`src/rtl/nw_alignment_decoder.sv`:
```
// Turns the Needleman-Wunsch traceback coordinate stream into alignment columns.
// Classifies each step as match/mismatch/gap, emits over valid/ready and counts by type.
module nw_alignment_decoder #(
    parameter int LENGTH      = 10,
    parameter int CWIDTH      = 2,
    parameter int CORD_LENGTH = 8,
    parameter int BYTE_SIZE   = 2 * CORD_LENGTH,
    parameter int COUNT_WIDTH = CORD_LENGTH + 1
) (
    input  logic                     clk,
    input  logic                     reset,
    input  logic [LENGTH*CWIDTH-1:0] s1,
    input  logic [LENGTH*CWIDTH-1:0] s2,
    input  logic                     in_valid,
    input  logic [BYTE_SIZE-1:0]     in_data,
    output logic                     in_ready,
    output logic                     out_valid,
    input  logic                     out_ready,
    output logic [1:0]               out_op,
    output logic [CWIDTH-1:0]        out_c1,
    output logic [CWIDTH-1:0]        out_c2,
    output logic                     out_last,
    output logic [COUNT_WIDTH-1:0]   match_count,
    output logic [COUNT_WIDTH-1:0]   mismatch_count,
    output logic [COUNT_WIDTH-1:0]   gap_count,
    output logic                     done,
    output logic                     error,
    input  logic                     start
);

    localparam logic [2:0] StIdle  = 3'd0;
    localparam logic [2:0] StRun   = 3'd1;
    localparam logic [2:0] StEmit  = 3'd2;
    localparam logic [2:0] StDone  = 3'd3;
    localparam logic [2:0] StError = 3'd4;

    localparam logic [1:0] OpMatch    = 2'b00;
    localparam logic [1:0] OpMismatch = 2'b01;
    localparam logic [1:0] OpGapS1    = 2'b10;
    localparam logic [1:0] OpGapS2    = 2'b11;

    localparam logic [CORD_LENGTH-1:0] LastIdx = CORD_LENGTH'(LENGTH - 1);

    logic [2:0]             state_q, state_d;
    logic [CORD_LENGTH-1:0] prev_x_q, prev_x_d, prev_y_q, prev_y_d;
    logic                   out_valid_q, out_valid_d, out_last_q, out_last_d;
    logic [1:0]             out_op_q, out_op_d;
    logic [CWIDTH-1:0]      out_c1_q, out_c1_d, out_c2_q, out_c2_d;
    logic [COUNT_WIDTH-1:0] match_q, match_d, mismatch_q, mismatch_d, gap_q, gap_d;
    logic                   done_q, done_d, error_q, error_d;

    logic [CORD_LENGTH-1:0] xn, yn;
    logic                   x_dec, y_dec, step_diag, step_gs1, step_gs2, step_ok;
    logic                   prev_zero, in_hs, out_hs;
    logic [CWIDTH-1:0]      c1_prev, c2_prev, c1_zero, c2_zero;
    logic [1:0]             step_op, zero_op;
    logic [CWIDTH-1:0]      step_c1, step_c2;

    function automatic logic [CWIDTH-1:0] char_at(input logic [LENGTH*CWIDTH-1:0] str,
                                                  input logic [CORD_LENGTH-1:0]   idx);
        char_at = '0;
        for (int i = 0; i < LENGTH; i++) begin
            if (idx == CORD_LENGTH'(i)) char_at = str[(LENGTH-1-i)*CWIDTH +: CWIDTH];
        end
    endfunction

    always_comb begin
        xn        = in_data[CORD_LENGTH +: CORD_LENGTH];
        yn        = in_data[0 +: CORD_LENGTH];
        // Non-zero guards reject underflow through the decrement.
        x_dec     = (prev_x_q != '0) && (xn == prev_x_q - 1'b1);
        y_dec     = (prev_y_q != '0) && (yn == prev_y_q - 1'b1);
        step_diag = x_dec && y_dec;
        step_gs2  = (xn == prev_x_q) && y_dec;
        step_gs1  = x_dec && (yn == prev_y_q);
        step_ok   = step_diag || step_gs1 || step_gs2;
        prev_zero = (prev_x_q == '0) && (prev_y_q == '0);

        c1_prev = char_at(s1, prev_y_q);
        c2_prev = char_at(s2, prev_x_q);
        c1_zero = s1[(LENGTH-1)*CWIDTH +: CWIDTH];
        c2_zero = s2[(LENGTH-1)*CWIDTH +: CWIDTH];
        zero_op = (c1_zero == c2_zero) ? OpMatch : OpMismatch;

        if (step_diag)     step_op = (c1_prev == c2_prev) ? OpMatch : OpMismatch;
        else if (step_gs2) step_op = OpGapS2;
        else               step_op = OpGapS1;
        step_c1 = step_gs1 ? '0 : c1_prev;
        step_c2 = step_gs2 ? '0 : c2_prev;
    end

    always_comb begin
        case (state_q)
            StIdle, StRun, StError: in_ready = reset;
            StEmit:                 in_ready = reset && out_ready && !prev_zero;
            default:                in_ready = 1'b0;
        endcase
    end

    assign in_hs  = in_valid && in_ready;
    assign out_hs = out_valid_q && out_ready;

    always_comb begin
        state_d     = state_q;
        prev_x_d    = prev_x_q;
        prev_y_d    = prev_y_q;
        out_valid_d = out_valid_q;
        out_op_d    = out_op_q;
        out_c1_d    = out_c1_q;
        out_c2_d    = out_c2_q;
        out_last_d  = out_last_q;
        done_d      = done_q;
        error_d     = error_q;
        match_d     = match_q;
        mismatch_d  = mismatch_q;
        gap_d       = gap_q;

        if (out_hs) begin
            case (out_op_q)
                OpMatch:    match_d    = match_q + COUNT_WIDTH'(1);
                OpMismatch: mismatch_d = mismatch_q + COUNT_WIDTH'(1);
                default:    gap_d      = gap_q + COUNT_WIDTH'(1);
            endcase
        end

        case (state_q)
            StIdle: begin
                if (in_hs) begin
                    if (xn == LastIdx && yn == LastIdx) begin
                        prev_x_d = xn;
                        prev_y_d = yn;
                        state_d  = StRun;
                    end else begin
                        state_d = StError;
                        error_d = 1'b1;
                    end
                end
            end
            StRun, StEmit: begin
                if (in_hs) begin
                    if (step_ok) begin
                        prev_x_d    = xn;
                        prev_y_d    = yn;
                        out_valid_d = 1'b1;
                        out_op_d    = step_op;
                        out_c1_d    = step_c1;
                        out_c2_d    = step_c2;
                        out_last_d  = 1'b0;
                        state_d     = StEmit;
                    end else begin
                        out_valid_d = 1'b0;
                        state_d     = StError;
                        error_d     = 1'b1;
                    end
                end else if (out_hs) begin
                    if (!prev_zero) begin
                        out_valid_d = 1'b0;
                        state_d     = StRun;
                    end else if (!out_last_q) begin
                        // The (0,0) cell itself still owes one diagonal column.
                        out_op_d   = zero_op;
                        out_c1_d   = c1_zero;
                        out_c2_d   = c2_zero;
                        out_last_d = 1'b1;
                    end else begin
                        out_valid_d = 1'b0;
                        state_d     = StDone;
                        done_d      = 1'b1;
                    end
                end
            end
            StDone, StError: begin
                if (start) begin
                    state_d    = StIdle;
                    done_d     = 1'b0;
                    error_d    = 1'b0;
                    match_d    = '0;
                    mismatch_d = '0;
                    gap_d      = '0;
                end
            end
            default: state_d = StIdle;
        endcase
    end

    always_ff @(posedge clk or negedge reset) begin
        if (!reset) begin
            state_q     <= StIdle;
            prev_x_q    <= '0;
            prev_y_q    <= '0;
            out_valid_q <= 1'b0;
            out_op_q    <= '0;
            out_c1_q    <= '0;
            out_c2_q    <= '0;
            out_last_q  <= 1'b0;
            match_q     <= '0;
            mismatch_q  <= '0;
            gap_q       <= '0;
            done_q      <= 1'b0;
            error_q     <= 1'b0;
        end else begin
            state_q     <= state_d;
            prev_x_q    <= prev_x_d;
            prev_y_q    <= prev_y_d;
            out_valid_q <= out_valid_d;
            out_op_q    <= out_op_d;
            out_c1_q    <= out_c1_d;
            out_c2_q    <= out_c2_d;
            out_last_q  <= out_last_d;
            match_q     <= match_d;
            mismatch_q  <= mismatch_d;
            gap_q       <= gap_d;
            done_q      <= done_d;
            error_q     <= error_d;
        end
    end

    assign out_valid      = out_valid_q;
    assign out_op         = out_op_q;
    assign out_c1         = out_c1_q;
    assign out_c2         = out_c2_q;
    assign out_last       = out_last_q;
    assign match_count    = match_q;
    assign mismatch_count = mismatch_q;
    assign gap_count      = gap_q;
    assign done           = done_q;
    assign error          = error_q;

endmodule
```
`config.mk`:
```
export PLATFORM = sky130hd
export DESIGN_NAME = nw_alignment_decoder
export DESIGN_NICKNAME = d
export VERILOG_FILES = /design/src/rtl/nw_alignment_decoder.sv
export SDC_FILE = /design/constraint.sdc
export NUM_CORES = 1
export LEC_CHECK = 0
export CAP_MARGIN = 5
export CORE_MARGIN = 2
export CORE_UTILIZATION = 35
export CTS_BUF_LIST = sky130_fd_sc_hd__clkbuf_8 sky130_fd_sc_hd__clkbuf_16
export CTS_CLUSTER_DIAMETER = 150
export CTS_CLUSTER_SIZE = 10
export DETAILED_ROUTE_END_ITERATION = 10
export PLACE_DENSITY = 0.6
export SYNTH_ARGS = -nofsm -noshare
export SYNTH_HDL_FRONTEND = slang
export SYNTH_SLANG_ARGS = --single-unit
```
`constraint.sdc`:
```
create_clock -name clk -period 3.4 [get_ports clk]
set_clock_uncertainty 0.15 [all_clocks]
set_input_delay 0.68 -clock clk [delete_from_list [all_inputs] [get_ports clk]]
set_output_delay 0.68 -clock clk [all_outputs]
set_load 0.01 [all_outputs]
```
# After elaboration in Yosys (flattened, before gate mapping)
# Cells that the tools add are included.
[totals]
regBits = 56
[op_classes]
addsub = 5
eq_ne = 47
n_mux = 93
reduce_logical = 36
[ops]
columns = ["op", "count"]
rows = [
  ["$mux 9", 12],
  ["$mux 2", 38],
  ["$eq 8x3->1 const B", 8],
  ["$mux 8", 8],
  ["$eq 8x4->1 const B", 6],
  ["$eq 8x2->1 const B", 4],
  ["$eq 8x8->1", 4],
  ["$pmux 8 s2", 2],
  ["$add 9x1->9 const B", 3],
  ["$mux 3", 8],
  ["$ne 2x2->1 const B", 12],
  ["$mux 1", 21],
  ["$eq 8x1->1 const B", 2],
  ["$logic_not 8->1", 2],
  ["$reduce_bool 8->1", 2],
  ["$sub 8x1->8 const B", 2],
  ["$reduce_and 6->1", 2],
  ["$logic_and 1x1->1", 11],
  ["$reduce_and 5->1", 2],
  ["$pmux 3 s3", 1],
  ["$reduce_and 4->1", 2],
  ["$reduce_bool 2->1", 4],
  ["$eq 3x2->1 const B", 2],
  ["$reduce_or 2->1", 3],
  ["17 further kinds", 20],
]

# Depth between registers and ports, before layout
# Gate-level depths: netlist of run 1.
[depth]
word_depth = 16
ltp_mapped = 12
depth_no_buf = 10

# Least setup slack after synthesis of run 1
# Ideal clock, no wire load.
[synth_path]
path_type = "register to register"
from = "register prev_x_q[0]"
to = "register prev_x_q[0]"
arrival_time_ns = 2.744
path_slack_ns = 0.381
stages_incl_launch_ff = 13
synth_period_minus_slack_ns = 3.019
path_cell_list = "dfrtp_1 inv_1 ha_1 buf_4 nor3b_4 xnor2_1 a31oi_1 nor4_4 nand4_4 o221ai_4 nand4_4 buf_6 mux2_4"
[synth_via]
elab_chain_cells = 8
elab_cells_between_ends = 20
[synth_rtl]
columns = ["item", "line", "rtl"]
rows = [
  ["from (decl)", "45", "logic [CORD_LENGTH-1:0] prev_x_q, prev_x_d, prev_y_q, prev_y_d;"],
  ["from (signal assigned)", "203", "prev_x_q <= prev_x_d;"],
  ["$sub 8x1->8 / $logic_not 8->1 (equally long branches)", "71, 77", ""],
  ["$eq 8x8->1 / $logic_and 1x1->1 (equally long branches)", "71, 77", ""],
  ["$logic_and 1x1->1 / $logic_not 1->1 (equally long branches)", "-", ""],
  ["$logic_and 1x1->1 (on tied branches)", "73, 75, 95", ""],
  ["$logic_or 1x1->1 / $pmux 1 s2 (equally long branches)", "76, 93", ""],
  ["$logic_or 1x1->1 / $logic_and 1x1->1 (equally long branches)", "76, 100", ""],
  ["$ne 2x2->1 (no line)", "-", ""],
  ["$reduce_and 5->1 (no line) *", "-", ""],
]
# Every way passes the cells marked *; elsewhere a longest branch is shown, timed or not.
# A chain may end at the register's enable or synchronous reset.

# Worst setup path in the final report of run 1
[layout_path]
from = "register prev_x_q[1]"
to = "output in_ready"
[layout_via]
elab_chain_cells = 5
[layout_rtl]
columns = ["item", "line", "rtl"]
rows = [
  ["$logic_not 8->1", "77", "prev_zero = (prev_x_q == '0) && (prev_y_q == '0);"],
  ["$logic_and 1x1->1", "77", ""],
  ["$logic_not 1->1", "-", ""],
  ["$logic_and 1x1->1", "95", "StEmit: in_ready = reset && out_ready && !prev_zero;"],
  ["$pmux 1 s2", "93", "case (state_q)"],
  ["to (decl)", "16", "output logic in_ready,"],
]
# No other way between the ends.

==> run_results.csv, run 1 <==
group,metric,value,unit
synth,avgSynthCellArea,9.04,sq um
synth,synthTopCellsByArea,"dfrtp_1 34%, xor2_1 5.4%, xnor2_1 4.5%",
critical_path,r2r_slack,330,ps
detailed_routing,first_pass_iters,4,
clock_network,clock-sinks,56,
layout,drive_gt1_frac,0.122,
die,die_h,112,um
timing,setup_viol,0,
critical_path,crit_end,"in_ready",
clock_network,clk_pin_slew,70,ps
synth,syn-num-nets,524,
status,outcome,"completed",
placement,gp_congestion,0.825,
critical_path,rr_endpoint,"out_c1[1]$_DFFE_PN0P_",
detailed_routing,drt_iter0_drc,232,
hold_path,worstHoldPathType,"reg2reg",
timing,finalHoldViolations,0,
timing,tns,0,ps
timing,fin_crit_sh,0.942,
timing,rsz0062_at_grt,"no",
critical_path,cp_data_required_time,2570,ps
synth,syn_area,4090,sq um
placement,port_buffers,98,
detailed_routing,drt-total-wl,10.7,mm
timing,min_period,3200,ps
synth,synth_edf_count,0,
critical_path,cp-start-kind,"flop",
synth,yosysTopAreaCellShare,0.343,
grt,grt_max_degree,57,
synth,synthDistinctLibCells,67,
clock_network,h-tree-depth,2,
critical_path,startpoint,"prev_x_q[1]$_DFFE_PN0P_",
synth,synth_async_sr_flop_share,1.00,
detailed_routing,vias_per_cell,5.31,
die,rows,39,
synth,synth.largest_area_cell,"dfrtp_1",
grt,antenna_found_initial,0,
clock_network,numCtsBuffers,5,
power_and_ir_drop,p_leak,2.34,nW
synth,yosysSeqAreaShare,0.343,
placement,dp.cells,693,
timing,slew_headroom,0.519,
critical_path,crit_arrival,2370,ps
layout,instances_no_fill,701,
detailed_routing,drc,0,
synth,ys_seq_elements,56,
die,dieArea,12600,sq um
placement,dp_hpwl,8.42,mm
power_and_ir_drop,ir_drop,195,uV
power_and_ir_drop,cellPowerDensity,309,nW/um^2
clock_network,cts_tree,"built",
critical_path,critPathKind,"reg2out",
die,die_x,112,um
detailed_routing,ant_nets,0,
grt,track_usage,0.171,
layout,final_nets,629,
critical_path,r2r-start,"prev_x_q[1]$_DFFE_PN0P_",
timing,tightest_slew,722,ps
critical_path,cp_max_fo,7,
grt,overflow,0,
clock_network,post_cts.repair.setup_buffers,0,
layout,antennaDiodeCount,0,
detailed_routing,num_vias,3719,
layout,area_growth,33.5,%
clock_network,clock_latency,290,ps
critical_path,r2r_cells,9,
grt,grt_pass1_vias,3624,
synth,ys_warn_count,0,
detailed_routing,wl_per_cell,15.3,um
critical_path,cp-end-kind,"primary output",
clock_network,cts_root_buffer,"clkbuf_16",
die,core_area,11400,sq um
die,io_pins,99,
run,cap_violations,0,
hold_path,hold_start,"out_c2[0]$_DFFE_PN0P_",
grt,grt_pass1_wl,17.7,mm
timing,maxSlewViolCount,0,
die,initial_utilization,0.358,
timing,max_freq,0.312,GHz
clock_network,clock_path_buffers,2,
synth,synth_ff_type,"dfrtp_1",
synth,netlist_instances,452,
==> power by group <==
| group | switching (mW) | internal [mW] |
|---|---|---|
| clock network | 0.243 | 0.272 |
| logic | 0.231 | 0.218 |
| registers | 0.0359 | 0.683 |
==> metal layers <==
layer | GRT usage | up-vias | part of all wire | wire length, um
li1 | - | 1829 | - | -
met1 | 0.231 | 1768 | 0.46 | 4970
met2 | 0.286 | 109 | 0.47 | 5020
met3 | 0.0265 | 13 | 0.049 | 530
met4 | 0.0512 | 0 | 0.021 | 221
met5 | 0 | - | 0 | 0
==> area by class of cell <==
class                   count  area (sq um)
inverters                  19          71.3
clock buffers               5           125
multi-input cells         354          2500
fillers                  1135          5960
well taps                 143           179
flip-flops and latches     56          1400
repair buffers            121          1160
clock inverters             3          20.0
==> placed cells by master (no fill, tap or decap), types with 6 or more instances in the layout <==
cell | synthesis | layout
a21oi_1 | 26 | 26
buf_4 | 1 | 22
clkdlybuf4s50_1 | 0 | 97
dfrtp_1 | 56 | 55
ha_1 | 11 | 11
inv_1 | 19 | 20
mux2_2 | 11 | 11
mux2_4 | 10 | 10
nand2_1 | 45 | 45
nand4_1 | 15 | 15
nor2_1 | 42 | 42
nor2b_1 | 12 | 11
nor3_1 | 10 | 10
nor4b_1 | 6 | 6
o21ai_0 | 23 | 23
or3_1 | 7 | 7
xnor2_1 | 21 | 21
xor2_1 | 25 | 25
==> repair_timing <==
action / in CTS / in global routing
endpoints found under the hold margin: 0 / 0
resized for setup: 0 / 1
hold buffers: 0 / 0
setup endpoints to repair: 0 / 1
==> critical path: stages (launching register included) <==
cell,delay [ps]
dfrtp_1,470
inv_1,120
ha_1,180
nor3b_4,310
nand4_1,220
a21oi_1,220
nor2b_1,80
clkdlybuf4s50_1,470
==> flip-flops by register name, summed over array words and instances, names as in the netlist, 2 cells and up <==
name            flops
gap_count           9
match_count         9
mismatch_count      9
out_c1              2
out_c2              2
out_op              2
prev_x_q            8
prev_y_q            8
state_q             3
==> cells by family (layout without fill, tap and decap cells) <==
| logic type | after synthesis | in the layout | share of synthesized area |
|---|---|---|---|
| fa+ha+maj | 12 | 12 | 0.0361 |
| buf+inv | 42 | 148 | 0.0465 |
| compound gates | 95 | 95 | 0.158 |
| xor+xnor | 46 | 46 | 0.0986 |
| simple gates | 175 | 175 | 0.238 |
| mux | 26 | 26 | 0.0793 |
| flops | 56 | 56 | 0.343 |
==> synth_stat cells, types with 3 or more instances <==
| master | n |
|---|---|
| nand4_1 | 15 |
| a31oi_1 | 3 |
| buf_6 | 3 |
| mux2_4 | 10 |
| nor4_1 | 4 |
| o211ai_1 | 4 |
| dfrtp_1 | 56 |
| inv_1 | 19 |
| nor2b_1 | 12 |
| nor4b_1 | 6 |
| or3_1 | 7 |
| ha_1 | 11 |
| nor3b_1 | 3 |
| xnor2_1 | 21 |
| mux2i_1 | 5 |
| nand2_1 | 45 |
| or4_1 | 3 |
| a21oi_1 | 26 |
| o22ai_1 | 4 |
| o21ai_0 | 23 |
| xor2_1 | 25 |
| mux2_2 | 11 |
| and2_1 | 3 |
| and3_1 | 4 |
| nor3_1 | 10 |
| nor2_1 | 42 |
| nand2b_1 | 3 |
| nand3_1 | 5 |
| a221oi_1 | 5 |
| clkbuf_1 | 13 |
| buf_2 | 5 |
==> how the worst min path moves through the flow <==
stage / end / slack (ps) / cells after the start
2_1_floorplan: done$_DFFE_PN0P_ / 230 / 0
3_3_place_gp: out_c1[1]$_DFFE_PN0P_ / 340 / 1
3_5_place_dp: out_c2[0]$_DFFE_PN0P_ / 350 / 1
4_1_cts: out_c2[0]$_DFFE_PN0P_ / 370 / 1
5_1_grt: out_c1[1]$_DFFE_PN0P_ / 400 / 1
6_report: out_c2[0]$_DFFE_PN0P_ / 370 / 1
==> through the flow <==
step	setup WS, ps	total power, mW	cell area, sq um	util	hold slack (ps)
floorplan	381	0.987	4090	-	234
global placement	130	1.18	5310	0.465	344
detailed placement	29.3	1.18	5310	0.465	355
CTS	147	1.70	5460	0.478	371
global route	23.7	1.77	5460	0.478	401
finish	197	1.68	5460	0.478	374
No activity file was read; power rests on OpenSTA's default activity.
==> run 2: changes to the inputs <==
SETUP_SLACK_MARGIN = 0.2   (was unset)
==> run_results.csv, run 2 (synthesis gave the netlist of run 1 again) <==
group,metric,value,unit
critical_path,r2r-start,"prev_x_q[1]$_DFFE_PN0P_",
timing,fin_crit_sh,0.907,
clock_network,clock-sinks,56,
timing,holdWs,373,ps
critical_path,crit_arrival,2250,ps
critical_path,startpoint,"out_ready",
detailed_routing,drc,0,
detailed_routing,num_vias,3726,
critical_path,cp_data_required_time,2570,ps
timing,slew_headroom,0.518,
clock_network,h-tree-depth,2,
status,outcome,"completed",
layout,drive_gt1_frac,0.137,
placement,place_area,5310,sq um
hold_path,worstHoldPathType,"reg2reg",
timing,max_freq,0.324,GHz
die,core_area,11400,sq um
clock_network,cts_tree,"built",
timing,finalHoldViolations,0,
die,initial_utilization,0.358,
timing,setup_viol,0,
die,die_h,112,um
die,die_x,112,um
critical_path,r2r_slack,410,ps
detailed_routing,drt_iter0_drc,211,
layout,final_cell_mix,"97 x clkdlybuf4s50_1, 53 x dfrtp_1, 45 x nand2_1",
power_and_ir_drop,p_leak,2.37,nW
layout,antennaDiodeCount,0,
layout,fillers,1136,
critical_path,cp_max_fo,3,
layout,finish.instance_area,5530,sq um
timing,tightest_slew,722,ps
run,cap_violations,0,
detailed_routing,vias_per_cell,5.28,
clock_network,numCtsBuffers,5,
timing,min_period,3080,ps
die,io_pins,99,
detailed_routing,wl_per_cell,15.5,um
layout,mostFrequentLayoutCell,"clkdlybuf4s50_1",
critical_path,cp-end-kind,"primary output",
grt,track_usage,0.173,
timing,tns,0,ps
critical_path,critPathKind,"in2out",
die,rows,39,
grt,grt_pass1_wl,17.9,mm
detailed_routing,first_pass_iters,5,
power_and_ir_drop,ir_drop,194,uV
layout,area_growth,35.2,%
detailed_routing,drt-total-wl,10.9,mm
clock_network,clock_path_buffers,2,
clock_network,cts_root_buffer,"clkbuf_16",
die,dieArea,12600,sq um
grt,grt_max_degree,57,
power_and_ir_drop,finalPower,1.70,mW
placement,port_buffers,98,
power_and_ir_drop,cellPowerDensity,308,nW/um^2
clock_network,clock_latency,290,ps
placement,dp_hpwl,8.42,mm
grt,overflow,0,
detailed_routing,ant_nets,0,
timing,rsz0062_at_grt,"yes",
grt,antenna_found_initial,0,
placement,gp_congestion,0.825,
critical_path,cp-start-kind,"primary input",
grt,grt_pass1_vias,3657,
layout,final_nets,634,
clock_network,clk_pin_slew,70,ps
hold_path,hold_start,"out_c2[0]$_DFFE_PN0P_",
timing,maxSlewViolCount,0,
-- run 2: cell count changes in the layout (fill, tap and decap cells not counted) --
cell and change:
dfrtp_2 +2, buf_4 +5, dfrtp_1 -2, xnor2_1 -1, nor4_4 +1, xnor2_2 +1
a21oi_4 +1, a21oi_1 -1, nor4_2 -1
-- run 2: cell type report --
class                   instances  area, sq um  share of cell area
clock buffers                   5          125              0.0226
multi-input cells             354         2530               0.457
repair buffers                126         1200               0.217
inverters                      19         71.3              0.0129
well taps                     143          179              0.0324
flip-flops and latches         56         1410               0.254
clock inverters                 3         20.0             0.00362
-- run 2: power by group --
group	internal, mW	switching [mW]
Sequential	0.684	0.0376
Clock	0.272	0.241
Combinational	0.228	0.237
Total	1.18	0.516
-- run 2: per-stage QoR --
step                      utilization  setup slack, ps  instances
after floorplan                     -              381        452
after global placement          0.465              130        693
after detailed placement        0.465             29.3        693
after CTS                       0.480              272        705
after global routing            0.484              191        706
final                           0.484              316        706
-- run 2: per-layer routing --
layer / global-route usage / share of wire
met5: 0 / 0
met4: 0.0512 / 0.018
met3: 0.0265 / 0.043
met2: 0.289 / 0.47
met1: 0.233 / 0.47
-- run 2: path summary, 6_finish.rpt --
kind,endpoint,depth (start not counted)
min in group asynchronous,out_c1[1]$_DFFE_PN0P_,2
worst min register to register,out_c2[0]$_DFFE_PN0P_,1
worst min-delay path,out_c2[0]$_DFFE_PN0P_,1
max in group asynchronous,prev_x_q[1]$_DFFE_PN0P_,2
worst max-delay path,in_ready,5
worst max register to register,prev_y_q[2]$_DFFE_PN0P_,12
-- run 2: critical path, stage by stage --
cell	delay (ps)
clkdlybuf4s50_1	520
nor3b_1	260
a21oi_2	90
nor2b_1	150
clkdlybuf4s50_1	550
-- run 2: what timing repair did --
item,4_1_cts,5_1_grt
setup buffers,4,1
pin swaps,0,2
hold buffers,0,0
resized for setup,0,7
setup endpoints to repair,1,22
